[src/rtl/axi_rd_arbiter_if.sv]
// axi_rd_arbiter_if: AXI4 read-channel bundle (AR + R), N packed lanes for the AR fields and per-lane handshakes
// Ports: none; signals arid/araddr/arlen/arsize/arburst/arvalid/arready per lane, rid/rdata/rresp/rlast broadcast,
//   rvalid/rready per lane; modport master drives AR and rready, modport slave drives arready and R
interface axi_rd_arbiter_if #(
  parameter int N = 1,
  parameter int ID_WIDTH = 3,
  parameter int ADDR_WIDTH = 32,
  parameter int DATA_WIDTH = 64
);
  logic [N*ID_WIDTH-1:0]   arid;
  logic [N*ADDR_WIDTH-1:0] araddr;
  logic [N*8-1:0]          arlen;
  logic [N*3-1:0]          arsize;
  logic [N*2-1:0]          arburst;
  logic [N-1:0]            arvalid;
  logic [N-1:0]            arready;
  logic [ID_WIDTH-1:0]     rid;
  logic [DATA_WIDTH-1:0]   rdata;
  logic [1:0]              rresp;
  logic                    rlast;
  logic [N-1:0]            rvalid;
  logic [N-1:0]            rready;
  modport master (
    output arid, araddr, arlen, arsize, arburst, arvalid, rready,
    input  arready, rid, rdata, rresp, rlast, rvalid
  );
  modport slave (
    input  arid, araddr, arlen, arsize, arburst, arvalid, rready,
    output arready, rid, rdata, rresp, rlast, rvalid
  );
endinterface

[src/rtl/axi_rd_arbiter.sv]
// axi_rd_arbiter: round-robin arbiter sharing one AXI4 read port (AR + R) between NUM_M read masters
// Ports: clk; reset_n async active-low; m = per-master read bus (N=NUM_M, master i at slice i);
//   s = shared read bus to the memory slave (N=1); grant = one-hot owner (0 when idle);
//   err = sticky RLAST / beat-count mismatch
module axi_rd_arbiter #(
  parameter int NUM_M = 2,
  parameter int ID_WIDTH = 3,
  parameter int ADDR_WIDTH = 32,
  parameter int DATA_WIDTH = 64
) (
  input  logic             clk,
  input  logic             reset_n,
  axi_rd_arbiter_if.slave  m,
  axi_rd_arbiter_if.master s,
  output logic [NUM_M-1:0] grant,
  output logic             err
);
  localparam int PW = $clog2(NUM_M);
  typedef enum logic [1:0] {IDLE, ADDR, DATA} state_t;
  state_t        state;
  logic [PW-1:0] rr_ptr, g, sel, idx;
  logic [7:0]    beat_cnt;
  logic          beat;
  // Scan downward so the last hit is the nearest requester above rr_ptr.
  always_comb begin
    sel = '0;
    idx = '0;
    for (int k = NUM_M; k >= 1; k--) begin
      idx = PW'((int'(rr_ptr) + k) % NUM_M);
      if (m.arvalid[idx]) sel = idx;
    end
  end
  assign beat      = state == DATA && s.rvalid[0] && s.rready[0];
  assign s.arid    = m.arid[int'(g)*ID_WIDTH +: ID_WIDTH];
  assign s.araddr  = m.araddr[int'(g)*ADDR_WIDTH +: ADDR_WIDTH];
  assign s.arlen   = m.arlen[int'(g)*8 +: 8];
  assign s.arsize  = m.arsize[int'(g)*3 +: 3];
  assign s.arburst = m.arburst[int'(g)*2 +: 2];
  assign s.arvalid = state == ADDR;
  assign s.rready  = state == DATA ? m.rready[g] : 1'b0;
  assign m.arready = state == ADDR ? grant & {NUM_M{s.arready[0]}} : '0;
  assign m.rvalid  = state == DATA ? grant & {NUM_M{s.rvalid[0]}} : '0;
  assign m.rid     = s.rid;
  assign m.rdata   = s.rdata[DATA_WIDTH-1:0];
  assign m.rresp   = s.rresp;
  assign m.rlast   = s.rlast;
  always_ff @(posedge clk or negedge reset_n)
    if (!reset_n) begin
      state    <= IDLE;
      grant    <= '0;
      g        <= '0;
      rr_ptr   <= PW'(NUM_M - 1);
      beat_cnt <= '0;
      err      <= 1'b0;
    end else begin
      case (state)
        IDLE: if (|m.arvalid) begin
          g        <= sel;
          grant    <= NUM_M'(1) << sel;
          beat_cnt <= m.arlen[int'(sel)*8 +: 8];
          state    <= ADDR;
        end
        ADDR: if (s.arready[0]) state <= DATA;
        DATA: if (beat) begin
          // RLAST always ends the burst; a count mismatch only raises err.
          if (s.rlast) begin
            state  <= IDLE;
            grant  <= '0;
            rr_ptr <= g;
            if (beat_cnt != 8'd0) err <= 1'b1;
          end else if (beat_cnt == 8'd0) err <= 1'b1;
          else beat_cnt <= beat_cnt - 8'd1;
        end
        default: state <= IDLE;
      endcase
    end
endmodule

[src/flat_wrapper.sv]
// flat-port wrapper written by rule: the top's interface ports become plain ports
module axi_rd_arbiter_flat 
#(
  parameter int NUM_M = 2,
  parameter int ID_WIDTH = 3,
  parameter int ADDR_WIDTH = 32,
  parameter int DATA_WIDTH = 64
)
  (clk, reset_n, grant, err, m_arid, m_araddr, m_arlen, m_arsize, m_arburst, m_arvalid, m_rready, m_arready, m_rid, m_rdata, m_rresp, m_rlast, m_rvalid, s_arid, s_araddr, s_arlen, s_arsize, s_arburst, s_arvalid, s_rready, s_arready, s_rid, s_rdata, s_rresp, s_rlast, s_rvalid);
  axi_rd_arbiter_if #(.N(2), .ID_WIDTH(ID_WIDTH), .ADDR_WIDTH(ADDR_WIDTH), .DATA_WIDTH(DATA_WIDTH)) m_i ();
  axi_rd_arbiter_if #(.N(1), .ID_WIDTH(ID_WIDTH), .ADDR_WIDTH(ADDR_WIDTH), .DATA_WIDTH(DATA_WIDTH)) s_i ();
  input  logic clk;
  input  logic reset_n;
  output logic [NUM_M-1:0] grant;
  output logic err;
  input wire logic [$bits(m_i.arid)-1:0] m_arid;
  input wire logic [$bits(m_i.araddr)-1:0] m_araddr;
  input wire logic [$bits(m_i.arlen)-1:0] m_arlen;
  input wire logic [$bits(m_i.arsize)-1:0] m_arsize;
  input wire logic [$bits(m_i.arburst)-1:0] m_arburst;
  input wire logic [$bits(m_i.arvalid)-1:0] m_arvalid;
  input wire logic [$bits(m_i.rready)-1:0] m_rready;
  output wire logic [$bits(m_i.arready)-1:0] m_arready;
  output wire logic [$bits(m_i.rid)-1:0] m_rid;
  output wire logic [$bits(m_i.rdata)-1:0] m_rdata;
  output wire logic [$bits(m_i.rresp)-1:0] m_rresp;
  output wire logic [$bits(m_i.rlast)-1:0] m_rlast;
  output wire logic [$bits(m_i.rvalid)-1:0] m_rvalid;
  output wire logic [$bits(s_i.arid)-1:0] s_arid;
  output wire logic [$bits(s_i.araddr)-1:0] s_araddr;
  output wire logic [$bits(s_i.arlen)-1:0] s_arlen;
  output wire logic [$bits(s_i.arsize)-1:0] s_arsize;
  output wire logic [$bits(s_i.arburst)-1:0] s_arburst;
  output wire logic [$bits(s_i.arvalid)-1:0] s_arvalid;
  output wire logic [$bits(s_i.rready)-1:0] s_rready;
  input wire logic [$bits(s_i.arready)-1:0] s_arready;
  input wire logic [$bits(s_i.rid)-1:0] s_rid;
  input wire logic [$bits(s_i.rdata)-1:0] s_rdata;
  input wire logic [$bits(s_i.rresp)-1:0] s_rresp;
  input wire logic [$bits(s_i.rlast)-1:0] s_rlast;
  input wire logic [$bits(s_i.rvalid)-1:0] s_rvalid;
  assign m_i.arid = m_arid;
  assign m_i.araddr = m_araddr;
  assign m_i.arlen = m_arlen;
  assign m_i.arsize = m_arsize;
  assign m_i.arburst = m_arburst;
  assign m_i.arvalid = m_arvalid;
  assign m_i.rready = m_rready;
  assign m_arready = m_i.arready;
  assign m_rid = m_i.rid;
  assign m_rdata = m_i.rdata;
  assign m_rresp = m_i.rresp;
  assign m_rlast = m_i.rlast;
  assign m_rvalid = m_i.rvalid;
  assign s_arid = s_i.arid;
  assign s_araddr = s_i.araddr;
  assign s_arlen = s_i.arlen;
  assign s_arsize = s_i.arsize;
  assign s_arburst = s_i.arburst;
  assign s_arvalid = s_i.arvalid;
  assign s_rready = s_i.rready;
  assign s_i.arready = s_arready;
  assign s_i.rid = s_rid;
  assign s_i.rdata = s_rdata;
  assign s_i.rresp = s_rresp;
  assign s_i.rlast = s_rlast;
  assign s_i.rvalid = s_rvalid;
  axi_rd_arbiter #(.NUM_M(NUM_M), .ID_WIDTH(ID_WIDTH), .ADDR_WIDTH(ADDR_WIDTH), .DATA_WIDTH(DATA_WIDTH)) u_core (.clk(clk), .reset_n(reset_n), .m(m_i), .s(s_i), .grant(grant), .err(err));
endmodule
[config.mk]
export PLATFORM = sky130hd
export DESIGN_NAME = axi_rd_arbiter_flat
export DESIGN_NICKNAME = d
export VERILOG_FILES = /design/src/rtl/axi_rd_arbiter_if.sv /design/src/rtl/axi_rd_arbiter.sv /design/src/flat_wrapper.sv
export SDC_FILE = /design/constraint.sdc
export NUM_CORES = 1
export LEC_CHECK = 0
export ABC_AREA = 1
export ABC_CLOCK_PERIOD_IN_PS = 1990
export CORE_AREA = 2 2 118 120
export DETAILED_ROUTE_END_ITERATION = 12
export DIE_AREA = 0 0 120 122
export PLACE_DENSITY = 0.66
export SYNTH_ARGS = -nofsm -noshare
export SYNTH_HDL_FRONTEND = slang
export SYNTH_SLANG_ARGS = --single-unit
[constraint.sdc]
create_clock -name clk -period 1.99 [get_ports clk]
set_clock_uncertainty 0.15 [all_clocks]
set_input_delay 0.398 -clock clk [delete_from_list [all_inputs] [get_ports clk]]
set_output_delay 0.398 -clock clk [all_outputs]
set_load 0.005 [all_outputs]
==> results of run 1 <==
==> placed cells by master, fill, tap and decap left out, types with 5 or more instances in the layout <==
cell	count
nand2_4	5
nand2_1	200
buf_12	5
buf_4	38
clkdlybuf4s50_1	109
clkbuf_16	6
nand3_1	13
a21oi_1	5
o21ai_0	8
nor2_1	16
dlygate4sd2_1	6
dlymetal6s2s_1	32
clkbuf_2	14
nand2_2	6
inv_1	21
dfrtp_1	12
==> repair_timing <==
item / in CTS / in global routing
buffers inserted: 5 / 7
setup endpoints to repair: 54 / 47
pin swaps: 2 / 4
gates cloned: 0 / 3
gates resized for setup: 36 / 74
hold endpoints to repair: 0 / 0
==> per-stage QoR <==
step | instance area [sq um] | util, % | setup TNS, ns | power [mW] | setup slack (ns)
2_1_floorplan | 2270 | - | 0 | 2.30 | 0.455
3_3_place_gp | 3820 | 28.3 | -2.59 | 4.02 | -0.187
3_5_place_dp | 3820 | 28.3 | -2.74 | 4.05 | -0.191
4_1_cts | 3960 | 29.3 | -6.29 | 4.55 | -0.213
5_1_grt | 4130 | 30.6 | -0.616 | 5.17 | -0.214
6_report | 4130 | 30.6 | -0.270 | 4.68 | -0.136
==> worst max-delay path: stages, from the launching register on <==
cell	delay, ns
dfrtp_2	0.44
buf_12	0.14
buf_4	0.14
nand2_1	0.05
nand2_1	0.06
clkdlybuf4s50_1	0.49
==> synth_stat cells <==
library cell	count
o21ai_1	3
buf_4	70
nand2_4	3
buf_2	4
nor2_2	3
o21bai_1	1
nand3_1	13
nand3_2	1
inv_2	3
nand2_1	207
nor2_8	1
buf_6	2
inv_1	21
dfrtp_1	14
nand3_4	1
o21ai_0	8
clkbuf_1	6
nor2_4	2
clkinv_4	1
ha_1	2
a21oi_1	5
a21boi_4	1
nor2_1	17
dfstp_2	1
nand2_2	1
nand4_1	2
xor2_1	1
o211ai_1	2
==> worst paths after layout <==
check / to / slack [ns] / depth (start not counted)
setup / recovery: s_araddr[0] / -0.14 / 5
hold / removal: u_core.grant[1] / 0.32 / 2
setup reg to reg: u_core.beat_cnt[3] / 0.11 / 11
hold reg to reg: u_core.rr_ptr / 0.32 / 2
max in group asynchronous: u_core.rr_ptr / 1.12 / 2
min in group clk: u_core.rr_ptr / 0.32 / 2
==> area by class of cell <==
type | count | area, sq um
Tap cell | 180 | 225
Multi-Input combinational cell | 274 | 1240
Clock inverter | 1 | 5.00
Fill cell | 1455 | 9370
Inverter | 25 | 104
Sequential cell | 15 | 379
Timing Repair Buffer | 210 | 2110
Clock buffer | 3 | 75.1
==> power groups by stage <==
stage	combinational (mW)	clock, mW	sequential (mW)
after floorplan	1.72	0	0.586
after CTS	3.50	0.414	0.635
final	3.64	0.400	0.642
after global routing	4.08	0.422	0.667
after detailed placement	3.42	0	0.631
after global placement	3.40	0	0.625
==> state kept, by name (all words and copies together), names as in the netlist <==
| name | cells |
|---|---|
| u_core.beat_cnt | 8 |
| u_core.err | 1 |
| u_core.g | 1 |
| u_core.grant | 2 |
| u_core.rr_ptr | 1 |
| u_core.state | 2 |
==> logic make-up (layout without fill, tap and decap cells) <==
family          count (synthesis)  in the layout
compound gates                 20             20
simple gates                  251            251
buf+inv                       107            239
xor+xnor                        1              1
flops                          15             15
fa+ha+maj                       2              2
==> layer usage <==
layer  up-vias  global-route usage [%]  wire [microns]
met5         -                       0               0
met4         0                    5.07             410
met3        52                    3.42             824
met2       117                    20.5            4210
met1      1155                    13.6            3780
li1       1395                       -               -
==> summary.txt, run 1 <==
status - finished, violations left
violated checks - setup timing
clk sink count - 15
post-route ant nets - 0
GP Congestion - 0.820
YS warnings - 0
simple-gate portion of the synthesized area - 46.2%
Port-buffer cells - 162
Synth Area per Inst - 5.73 sq um
Layout area overhead - 82.1%
drt pass-1 iters - 6
Switching Fraction - 43.7%
CTS tree - yes
Period Utilization, post-route - 107%
Clk pwr share - 8.5%
full die area - 14600 sq um
RSZ-0062 raised after global routing - true
Initial Utilization - 16.8%
vias per cell - 3.84
Critical path origin - u_core.g
Synth Area in Compound Gates - 5.35%
# DRC - 0
Syn Inst Count - 396
largest family of logic cells by synthesized area - simple AND/OR/NAND/NOR gates
total of max-cap violations - 0
Clock Latency Late Sink - 0.25 ns
Worst EP arrival - 1.58 ns
post-synthesis register bit count - 15
Vias - 2719
mux contribution to synthesized area - 0%
Final Hold Vio Count - 0
CTS Buf Count - 3
Cell variety after synth - 28
critical path class - flop to primary output
final worst slack - -0.136 ns
power per cell area - 1130 nW/um^2
CP startpoint kind - flop
syn nets - 572
Final #Nets - 705
Logic pwr share - 77.8%
P_int - 2.64 mW
WL/cell - 13.0 microns
HPWL Detailed - 7.22 mm
Hold WS - 0.320 ns
GRT Resource Usage Total - 11.8%
initial DRC count - 85
FF-to-FF Start - u_core.g
Leak - 2.36 nW
# IOs - 301
sequential power share - 13.7%
worst-path fanout max - 7
CTS clk-pin slew, worst paths - 0.05 ns
Tmin final - 2.13 ns
CTS max path bufs - 2
total wire length - 9.23 mm
switching pwr - 2.05 mW
remaining global-route overflow - 0
final setup fails - 2
ranking of synthesized cells by area - nand2_1 34%, buf_4 23%, dfrtp_1 15%
post-synth top area share - 34.3%
num rows - 43
die height - 122 microns
Synth area leader - nand2_1
Synth Area in Adders - 1.10%
CTS root buffer - clkbuf_16
vias in the first global route - 2742
Hold Buf Count CTS - 0
CP endpoint kind - primary output
layout cell share with drive strength beyond 1 - 18.0%
first-pass GRT wire length - 13.6 mm
dpl cells - 692
initial antenna violation count - 0
ANT cells - 0
Core Region - 13500 sq um
largest net degree at the start of global routing - 21
Slew HR - 80.8%
Worst VDD drop - 342 uV
H-tree Lvls - 1
Non-Filler Instances - 708
Max Slew Vio Count - 0
WP data required - 1.44 ns
Worst Tran Pin Value - 0.287 ns
Syn Std Cell Area - 2270 sq um
XOR/XNOR share of the synthesized area - 0.386%
worst hold path type - input port to asynchronous set/reset pin
die width - 120 microns
sequential share of the synthesized area - 16.6%
FMAX - 470 MHz
No activity file was read; power rests on OpenSTA's default activity.
==> run 2: changes to the inputs <==
--- a/config.mk
+++ b/config.mk
@@ -10,6 +10,7 @@
 export CORE_AREA = 2 2 118 120
 export DETAILED_ROUTE_END_ITERATION = 12
 export DIE_AREA = 0 0 120 122
+export GPL_ROUTABILITY_DRIVEN = 1
 export PLACE_DENSITY = 0.66
 export SYNTH_ARGS = -nofsm -noshare
 export SYNTH_HDL_FRONTEND = slang
==> results of run 2 <==
Final layout, timing and power as in run 1 (identical DEF).
